`config.mk`:
```
export PLATFORM = sky130hd
export DESIGN_NAME = mem_stage_lsu
export DESIGN_NICKNAME = d
export VERILOG_FILES = /design/src/rtl/mem_stage_lsu_pkg.sv /design/src/rtl/mem_stage_align.sv /design/src/rtl/mem_stage_lsu.sv
export SDC_FILE = /design/constraint.sdc
export NUM_CORES = 1
export LEC_CHECK = 0
export ABC_AREA = 1
export BUFFER_PORTS_ARGS = -buffer_cell sky130_fd_sc_hd__buf_2
export CORE_AREA = 2 2 165 167
export DETAILED_ROUTE_END_ITERATION = 10
export DIE_AREA = 0 0 167 169
export PLACE_DENSITY_LB_ADDON = 0.12
export SLEW_MARGIN = 20
export SYNTH_ARGS = -nofsm -noshare
export SYNTH_HDL_FRONTEND = slang
export SYNTH_SLANG_ARGS = --single-unit
```
`constraint.sdc`:
```
create_clock -name clk -period 3.8 [get_ports clk]
set_input_delay 0.19 -clock clk [delete_from_list [all_inputs] [get_ports clk]]
set_output_delay 0.19 -clock clk [all_outputs]
set_load 0.05 [all_outputs]
```
`src/rtl/mem_stage_lsu_pkg.sv`:
```
// mem_stage_lsu_pkg
//   Shared definitions for the memory stage: mem_op field positions,
//   access-size encodings, LSU state encodings and a byte-mask helper.
package mem_stage_lsu_pkg;

   // Bit positions inside the 4-bit mem_op bundle {is_load, is_store, size[1:0]}
   localparam int MEM_LOAD    = 3;
   localparam int MEM_STORE   = 2;
   localparam int MEM_SIZE_HI = 1;
   localparam int MEM_SIZE_LO = 0;

   typedef enum logic [1:0] {
      SIZE_B = 2'd0,
      SIZE_H = 2'd1,
      SIZE_W = 2'd2,
      SIZE_D = 2'd3
   } mem_size_e;

   typedef enum logic [1:0] {
      ST_IDLE   = 2'd0,
      ST_REQ    = 2'd1,
      ST_WAIT_R = 2'd2
   } lsu_state_e;

   // Byte-lane mask of an access of the given size, before lane shifting
   function automatic logic [7:0] size_mask(input mem_size_e size);
      logic [7:0] mask;
      case (size)
         SIZE_B:  mask = 8'h01;
         SIZE_H:  mask = 8'h03;
         SIZE_W:  mask = 8'h0F;
         default: mask = 8'hFF;
      endcase
      return mask;
   endfunction

endpackage

```
`src/rtl/mem_stage_align.sv`:
```
// mem_stage_align
//   Combinational lane logic for the memory stage.
//   Ports:
//     addr_lo      in   byte offset of the access within the 64-bit word
//     size         in   access size (B/H/W/D)
//     is_unsigned  in   zero-extend the load result
//     store_data   in   unshifted store value
//     load_data    in   raw 64-bit read data
//     wstrb        out  byte strobes, shifted to the addressed lanes
//     wdata        out  store value shifted to the addressed lanes
//     misalign     out  offset not a multiple of the access size
//     load_result  out  load data shifted down, truncated and extended
module mem_stage_align
   import mem_stage_lsu_pkg::*;
(
   input  logic [2:0]  addr_lo,
   input  mem_size_e   size,
   input  logic        is_unsigned,
   input  logic [63:0] store_data,
   input  logic [63:0] load_data,
   output logic [7:0]  wstrb,
   output logic [63:0] wdata,
   output logic        misalign,
   output logic [63:0] load_result
);

   logic [5:0]  bit_off;
   logic [63:0] shifted;

   assign bit_off = {addr_lo, 3'b000};

   always_comb begin
      wstrb       = size_mask(size) << addr_lo;
      wdata       = store_data << bit_off;
      shifted     = load_data >> bit_off;
      misalign    = 1'b0;
      load_result = shifted;
      case (size)
         SIZE_B: begin
            load_result = {{56{~is_unsigned & shifted[7]}}, shifted[7:0]};
         end
         SIZE_H: begin
            misalign    = addr_lo[0];
            load_result = {{48{~is_unsigned & shifted[15]}}, shifted[15:0]};
         end
         SIZE_W: begin
            misalign    = |addr_lo[1:0];
            load_result = {{32{~is_unsigned & shifted[31]}}, shifted[31:0]};
         end
         default: begin
            // Doubleword fills the register, so signedness has no effect
            misalign    = |addr_lo;
            load_result = shifted;
         end
      endcase
   end

endmodule

```
`src/rtl/mem_stage_lsu.sv`:
```
// mem_stage_lsu
//   Memory stage behind the EX ALU. Non-memory results pass straight to
//   writeback; loads/stores go out over a single-outstanding dmem port.
//   Ports:
//     clk, rst                   clock, asynchronous active-low reset
//     ex_valid/ex_ready          instruction handshake from EX
//     ex_alu_output              writeback value or effective address
//     ex_store_data              rs2 value for stores
//     ex_mem_op                  {is_load, is_store, size[1:0]}
//     ex_mem_unsigned            zero-extend load result
//     ex_rd, ex_rd_wen           destination register and its write enable
//     dmem_req_*/dmem_addr/...   data-memory request (held while stalled)
//     dmem_rvalid, dmem_rdata    load response
//     wb_*                       registered one-cycle result to writeback
module mem_stage_lsu
   import mem_stage_lsu_pkg::*;
#(
   parameter int ADDR_W = 64,
   parameter int DATA_W = 64
) (
   input  logic              clk,
   input  logic              rst,
   input  logic              ex_valid,
   output logic              ex_ready,
   input  logic [ADDR_W-1:0] ex_alu_output,
   input  logic [DATA_W-1:0] ex_store_data,
   input  logic [3:0]        ex_mem_op,
   input  logic              ex_mem_unsigned,
   input  logic [4:0]        ex_rd,
   input  logic              ex_rd_wen,
   output logic              dmem_req_valid,
   input  logic              dmem_req_ready,
   output logic [ADDR_W-1:0] dmem_addr,
   output logic              dmem_wen,
   output logic [DATA_W-1:0] dmem_wdata,
   output logic [7:0]        dmem_wstrb,
   input  logic              dmem_rvalid,
   input  logic [DATA_W-1:0] dmem_rdata,
   output logic              wb_valid,
   output logic [4:0]        wb_rd,
   output logic              wb_rd_wen,
   output logic [DATA_W-1:0] wb_data,
   output logic              wb_misalign
);

   lsu_state_e        state_reg;
   logic [2:0]        lo_reg;
   mem_size_e         size_reg;
   logic              uns_reg;
   logic [4:0]        rd_reg;
   logic              rd_wen_reg;
   logic              req_wen_reg;
   logic [ADDR_W-1:0] req_addr_reg;
   logic [DATA_W-1:0] req_wdata_reg;
   logic [7:0]        req_wstrb_reg;
   logic              wb_valid_reg;
   logic [4:0]        wb_rd_reg;
   logic              wb_rd_wen_reg;
   logic [DATA_W-1:0] wb_data_reg;
   logic              wb_misalign_reg;

   logic       in_idle;
   logic       ex_is_mem;
   logic       ex_is_store_only;
   logic [2:0] al_lo;
   mem_size_e  al_size;
   logic       al_uns;
   logic [7:0] al_wstrb;
   logic [63:0] al_wdata;
   logic       al_misalign;
   logic [63:0] al_load_result;

   assign in_idle   = (state_reg == ST_IDLE);
   assign ex_is_mem = ex_mem_op[MEM_LOAD] | ex_mem_op[MEM_STORE];
   // If both flags are set the op is treated as a load
   assign ex_is_store_only = ex_mem_op[MEM_STORE] & ~ex_mem_op[MEM_LOAD];

   // One align instance is shared: in IDLE it looks at the incoming op
   // (misalign, strobes, store data); afterwards at the latched load.
   always_comb begin
      if (in_idle) begin
         al_lo   = ex_alu_output[2:0];
         al_size = mem_size_e'(ex_mem_op[MEM_SIZE_HI:MEM_SIZE_LO]);
         al_uns  = ex_mem_unsigned;
      end else begin
         al_lo   = lo_reg;
         al_size = size_reg;
         al_uns  = uns_reg;
      end
   end

   mem_stage_align u_align (
      .addr_lo     (al_lo),
      .size        (al_size),
      .is_unsigned (al_uns),
      .store_data  (ex_store_data),
      .load_data   (dmem_rdata),
      .wstrb       (al_wstrb),
      .wdata       (al_wdata),
      .misalign    (al_misalign),
      .load_result (al_load_result)
   );

   always_ff @(posedge clk or negedge rst) begin
      if (!rst) begin
         state_reg       <= ST_IDLE;
         lo_reg          <= '0;
         size_reg        <= SIZE_B;
         uns_reg         <= 1'b0;
         rd_reg          <= '0;
         rd_wen_reg      <= 1'b0;
         req_wen_reg     <= 1'b0;
         req_addr_reg    <= '0;
         req_wdata_reg   <= '0;
         req_wstrb_reg   <= '0;
         wb_valid_reg    <= 1'b0;
         wb_rd_reg       <= '0;
         wb_rd_wen_reg   <= 1'b0;
         wb_data_reg     <= '0;
         wb_misalign_reg <= 1'b0;
      end else begin
         wb_valid_reg <= 1'b0;
         case (state_reg)
            ST_IDLE: begin
               if (ex_valid) begin
                  if (!ex_is_mem || al_misalign) begin
                     // Result is known now: ALU value, or a faulting access
                     wb_valid_reg    <= 1'b1;
                     wb_data_reg     <= ex_alu_output;
                     wb_rd_reg       <= ex_rd;
                     wb_rd_wen_reg   <= ex_rd_wen & ~ex_is_mem;
                     wb_misalign_reg <= ex_is_mem;
                  end else begin
                     req_addr_reg  <= {ex_alu_output[ADDR_W-1:3], 3'b000};
                     req_wen_reg   <= ex_is_store_only;
                     req_wstrb_reg <= ex_is_store_only ? al_wstrb : 8'h00;
                     req_wdata_reg <= ex_is_store_only ? al_wdata : '0;
                     lo_reg        <= ex_alu_output[2:0];
                     size_reg      <= mem_size_e'(ex_mem_op[MEM_SIZE_HI:MEM_SIZE_LO]);
                     uns_reg       <= ex_mem_unsigned;
                     rd_reg        <= ex_rd;
                     rd_wen_reg    <= ex_rd_wen;
                     state_reg     <= ST_REQ;
                  end
               end
            end
            ST_REQ: begin
               if (dmem_req_ready) begin
                  if (req_wen_reg) begin
                     // Stores complete on acceptance and never write rd
                     wb_valid_reg    <= 1'b1;
                     wb_data_reg     <= '0;
                     wb_rd_reg       <= rd_reg;
                     wb_rd_wen_reg   <= 1'b0;
                     wb_misalign_reg <= 1'b0;
                     state_reg       <= ST_IDLE;
                  end else begin
                     state_reg <= ST_WAIT_R;
                  end
               end
            end
            ST_WAIT_R: begin
               if (dmem_rvalid) begin
                  wb_valid_reg    <= 1'b1;
                  wb_data_reg     <= al_load_result;
                  wb_rd_reg       <= rd_reg;
                  wb_rd_wen_reg   <= rd_wen_reg;
                  wb_misalign_reg <= 1'b0;
                  state_reg       <= ST_IDLE;
               end
            end
            default: state_reg <= ST_IDLE;
         endcase
      end
   end

   // Decoded from the state register so an async reset drops the request
   // without waiting for a clock edge
   assign ex_ready       = in_idle;
   assign dmem_req_valid = (state_reg == ST_REQ);
   assign dmem_addr      = req_addr_reg;
   assign dmem_wen       = req_wen_reg;
   assign dmem_wdata     = req_wdata_reg;
   assign dmem_wstrb     = req_wstrb_reg;

   assign wb_valid    = wb_valid_reg;
   assign wb_rd       = wb_rd_reg;
   assign wb_rd_wen   = wb_rd_wen_reg;
   assign wb_data     = wb_data_reg;
   assign wb_misalign = wb_misalign_reg;

endmodule

```
==> results of run 1 <==
stage by stage:
stage                util  cells  setup WS (ps)  cell area (um2)
floorplan               -   1901           1060            13000
global placement    0.572   2549            587            15200
detailed placement  0.572   2549            515            15200
CTS                 0.636   2675            501            16800
global route        0.636   2684            137            16900
finish              0.637   2690            427            16900
cells by family (layout without fill, tap and decap cells):
logic type	after synthesis	count (layout)	synth area share
fa+ha+maj	5	5	0.00482
buf+inv	289	722	0.0951
simple gates	938	938	0.294
other cells	1	18	0.000289
flops	220	220	0.424
compound gates	446	446	0.182
synth_stat cells, types with 7 or more instances:
cell,number
nand2_1,572
buf_4,11
o22ai_1,9
dfrtp_1,220
buf_1,7
o31ai_1,8
clkbuf_1,63
o21ai_0,175
inv_1,145
nor2_1,230
o211ai_1,14
nand4_1,25
a21oi_1,85
nand3_1,86
buf_2,50
o221ai_1,9
o21ai_1,138
or2_2,7
critical path: cells and delay by family, from the launching register on:
kind                     cells  cell delay, ps
flip-flops                   1             430
AO/OA/AOI/OAI                1             170
buffers and inverters        3             990
AND/OR/NAND/NOR              7            1140
adder cells (fa/ha/maj)      1             480
layer usage:
layer	part of all wire	global-route usage	wire length, um	vias to the layer above
met1	0.39	0.433	20100	6837
li1	-	-	-	6970
met3	0.082	0.0732	4210	130
met5	0.0011	0	56	-
met4	0.039	0.141	2010	8
met2	0.49	0.599	24900	685
timing repair:
item | in CTS | in global routing
endpoints found under the hold margin | 136 | 0
gates resized for setup | 0 | 0
hold buffers | 81 | 0
cell type report:
cell class                      instances  area [um2]  area share
Timing Repair Buffer                  525        3200       0.190
Antenna cell                           15        37.5     0.00222
Sequential cell                       220        5510       0.326
Clock buffer                           30         654      0.0388
Tap cell                              341         427      0.0253
Inverter                              152         576      0.0341
Clock inverter                         15         213      0.0126
Multi-Input combinational cell       1392        6270       0.371
worst max-delay path by stage:
stage | from | to | slack (ps) | cells past startpoint
global placement | state_reg[0]$_DFFE_PN0P_ | wb_data[9]$_DFFE_PN0P_ | 590 | 11
global route | state_reg[0]$_DFFE_PN0P_ | wb_data[58]$_DFFE_PN0P_ | 140 | 12
floorplan | state_reg[0]$_DFFE_PN0P_ | dmem_wdata[59]$_DFFE_PN0P_ | 1060 | 15
CTS | state_reg[0]$_DFFE_PN0P_ | wb_data[9]$_DFFE_PN0P_ | 500 | 11
finish | state_reg[0]$_DFFE_PN0P_ | wb_data[52]$_DFFE_PN0P_ | 430 | 12
detailed placement | state_reg[0]$_DFFE_PN0P_ | wb_data[52]$_DFFE_PN0P_ | 520 | 12
==> run summary, run 1 <==
Status: finished clean
Max-cap violations: 0
Reg-to-Reg Start: state_reg[0]$_DFFE_PN0P_
CTS Buf Count: 25
Number of remaining DRC errors: 0
Antenna-violating nets left: 0
Crit path max fanout: 70
Setup Total Neg Slack: 0 ps
Die Wd: 167 um
Cell Area, Synth: 0.0130 mm2
Total gr overflow: 0
Vias in the first global route: 13,900
Skew final: 6.28 ps
Ys flop type: dfrtp_1
Synth-to-layout area growth: 30.1%
Clk_lat worst skew: 530 ps
FF-to-FF path depth: 12
IO Port Bufs: 415
Final Hold Viols: 0
Async S/R FF share, synth: 1.00
RR Endpoint: wb_data[52]$_DFFE_PN0P_
Syn Area/Cell: 6.83 um2
Flop-to-flop setup slack: 430 ps
Slowest stage delay, CP: 530 ps
Commonest non-fill, non-tap cell in the layout: nand2_1
HPWL Detailed: 36,800 um
Netlist cell types: 39
Hold path cells: 3
Die area: 0.0282 mm2
Hold Crit Start: ex_store_data[0]
YS warnings: 0
Rows: 60
Total number of vias: 14,600
Yosys top cell area share: 0.424
Pre-antenna DRT Iters: 5
Seq cells post-synth: 220
Postcts setup bufs: 0
TritonCTS clock tree: yes
Tightest Pin Transition: 811 ps
CP max stage cell: buf_4
Hold Path Sink: dmem_wdata[0]$_DFFE_PN0P_
Layout cells sized above 1: 0.222
# nets final: 2,529
Critical path cell sequence: inv_1 -> ha_2 -> nand2_1 -> nand2_4 -> buf_4 -> nand3_1 -> nand3_1 -> nand3_2 -> nand4_1 -> buf_4 -> nand2_1 -> a21oi_1
Core area: 0.0265 mm2
Fraction of the cycle the final worst path needs: 0.888
Die height: 169 um
CTS sink count: 220
CP Data Arrival Time: 3820 ps
Initial antenna violation count: 19
Highest clock rate: 296 MHz
Req. time, crit path: 4250 ps
Post-synth EDFFs: 0
Total GRT Usage: 0.350
Hold crit path type: in -> reg
Initial core utilization: 0.490
Routed vias/inst: 5.44
Final Setup Violations: 0
Setup CP Type: reg -> reg
Yosys top cell by area: dfrtp_1
Rel. slew slack: 0.459
Largest net degree at the start of global routing: 129
Main area contributors after synthesis: dfrtp_1 42%, nand2_1 17%, o21ai_0 6.7%, nor2_1 6.7%, o21ai_1 5.3%
Placer congestion estimate: 0.966
Mapped Cells: 1,899
CTS clock-pin slew for the worst setup and hold paths: 60 ps
Commonest cells after routing, fill and taps aside: 571 x nand2_1, 414 x buf_2, 230 x nor2_1
First-pass GRT wire length: 78,000 um
Sequential share of the synthesized area: 0.424
Minimum hold slack: 5.93 ps
Root Buffer: clkbuf_16
Initial DRC Count: 1,391
Final min period: 3370 ps
Wire length per cell: 19.0 um
Final Slew Violations: 0
Top Ports: 419
Final wirelength: 51,200 um
Crit path launch type: register
RSZ-0062 raised after global routing: no
Fill cells: 2,451
H-tree Lvls: 1
Crit. End Element: register
CTS Buffer Depth: 3
Power of run 1 is left out: the tool's default activity adds up to more than one toggle a clock period on the data nets, which glitch-free logic cannot reach.
==> run 2: changes to the inputs <==
--- a/config.mk
+++ b/config.mk
@@ -8,9 +8,10 @@
 export ABC_AREA = 1
 export BUFFER_PORTS_ARGS = -buffer_cell sky130_fd_sc_hd__buf_2
 export CORE_AREA = 2 2 165 167
+export CTS_CLUSTER_DIAMETER = 80
 export DETAILED_ROUTE_END_ITERATION = 10
 export DIE_AREA = 0 0 167 169
-export PLACE_DENSITY_LB_ADDON = 0.12
+export PLACE_DENSITY = 0.75
 export SLEW_MARGIN = 20
 export SYNTH_ARGS = -nofsm -noshare
 export SYNTH_HDL_FRONTEND = slang
==> run 2 against run 1 <==
- sequential share of layout area up 0.11 points
- largest cell class unchanged
- non-clock buffer count increased by 1
- setup slack improved by 79 ps
- critical endpoint is now wb_data[17]$_DFFE_PN0P_
==> run summary, run 2 (synthesis gave the netlist of run 1 again) <==
TritonCTS clock tree: yes
First-pass GRT wire length: 78,000 um
Synth-to-layout area growth: 29.7%
IO Port Bufs: 415
Antenna-violating nets left: 0
Total gr overflow: 0
Critical path cell sequence: inv_1 -> ha_2 -> nand2_2 -> nand2_4 -> buf_4 -> nand2_1 -> nand3_1 -> nand3_1 -> nand3_2 -> nand2_1 -> inv_1 -> nand2_1 -> nand2_1 -> a21oi_1
Number of remaining DRC errors: 0
Max-cap violations: 0
Die Wd: 167 um
CP max stage cell: ha_2
HPWL Detailed: 36,500 um
Slowest stage delay, CP: 470 ps
Core area: 0.0265 mm2
Wire length per cell: 18.8 um
Hold crit path type: in -> reg
Total number of vias: 14,700
Initial antenna violation count: 20
Req. time, crit path: 4210 ps
# nets final: 2,530
Rel. slew slack: 0.390
CTS sink count: 220
Initial core utilization: 0.490
Crit path max fanout: 37
Tightest Pin Transition: 914 ps
RSZ-0062 raised after global routing: no
CP Data Arrival Time: 3700 ps
Die height: 169 um
Clk_lat worst skew: 540 ps
Routed vias/inst: 5.47
Crit path launch type: register
Status: finished clean
Postcts setup bufs: 0
Vias in the first global route: 14,200
Die area: 0.0282 mm2
Final Setup Violations: 0
Total GRT Usage: 0.349
Commonest non-fill, non-tap cell in the layout: nand2_1
Placer congestion estimate: 0.930
Top Ports: 419
CTS clock-pin slew for the worst setup and hold paths: 70 ps
Final wirelength: 50,700 um
Skew final: 23.0 ps
Largest net degree at the start of global routing: 113
Setup Total Neg Slack: 0 ps
Fraction of the cycle the final worst path needs: 0.867
Highest clock rate: 304 MHz
Rows: 60
H-tree Lvls: 1
Initial DRC Count: 1,485
Final Hold Viols: 0
Setup CP Type: reg -> reg
Post-route cell area: 0.0168 mm2
Final Slew Violations: 0
CTS Buf Count: 25
Pre-antenna DRT Iters: 6
Final min period: 3290 ps
Commonest cells after routing, fill and taps aside: 571 x nand2_1, 414 x buf_2, 230 x nor2_1
Cell mode on critical path: nand2_1
Dpl cell area: 0.0151 mm2
Crit. End Element: register
Root Buffer: clkbuf_16
CTS Buffer Depth: 3
Layout cells sized above 1: 0.222
[run 2: cell types whose count changed in the layout (fill, tap and decap cells not counted), sizes merged, moves of 2 or more]
cell         previous run  this run
clkbuf                 30        35
clkinvlp                5         2
clkinv                  7         9
dlygate4sd3            81        83
bufinv                  5         1
diode                  15        18
[run 2: final timing paths]
kind / start / endpoint / slack [ps] / cells past startpoint
max: state_reg[1]$_DFFE_PN0P_ / wb_data[17]$_DFFE_PN0P_ / 510 / 14
min: ex_store_data[0] / dmem_wdata[0]$_DFFE_PN0P_ / 20 / 3
max reg2reg: state_reg[1]$_DFFE_PN0P_ / wb_data[17]$_DFFE_PN0P_ / 510 / 14
min reg2reg: dmem_wstrb[0]$_DFFE_PN0P_ / dmem_wstrb[0]$_DFFE_PN0P_ / 470 / 2
max in group asynchronous: rst / wb_data[0]$_DFFE_PN0P_ / 2500 / 3
min in group asynchronous: rst / dmem_wdata[2]$_DFFE_PN0P_ / 300 / 2
[run 2: worst max-delay path: cells and delay by family (launching register included)]
kind,cells,cell delay [ps]
fa+ha+maj,1,470
buf+inv,3,820
simple gates,9,1390
compound gates,1,70
flops,1,410
[run 2: cell type report]
cell class	instances	area, um2
clock inverters	11	92.6
diodes	18	45.0
fillers	2446	9670
flip-flops and latches	220	5510
well taps	341	427
inverters	152	576
multi-input cells	1392	6270
repair buffers	526	3190
clock buffers	35	723
[run 2: routing by layer]
| layer | part of all wire | global-route usage | vias up |
|---|---|---|---|
| met5 | 0.00051 | 0 | - |
| met4 | 0.052 | 0.180 | 4 |
| met3 | 0.084 | 0.0793 | 135 |
| met2 | 0.49 | 0.601 | 703 |
| met1 | 0.38 | 0.411 | 6918 |
| li1 | - | - | 6974 |
[run 2: repair_timing]
action / in CTS / in global routing
hold buffers: 83 / 0
hold endpoints to repair: 190 / 0
resized for setup: 0 / 0
[run 2: stage by stage]
stage,worst slack [ps],instances,hold WS [ps],utilization
6_report,505,2695,18.6,0.635
4_1_cts,556,2677,24.8,0.633
3_5_place_dp,562,2548,335,0.571
3_3_place_gp,696,2548,337,0.571
2_1_floorplan,1060,1901,-106,-
5_1_grt,219,2690,23.6,0.634
Power of run 2 is left out for the same reason.
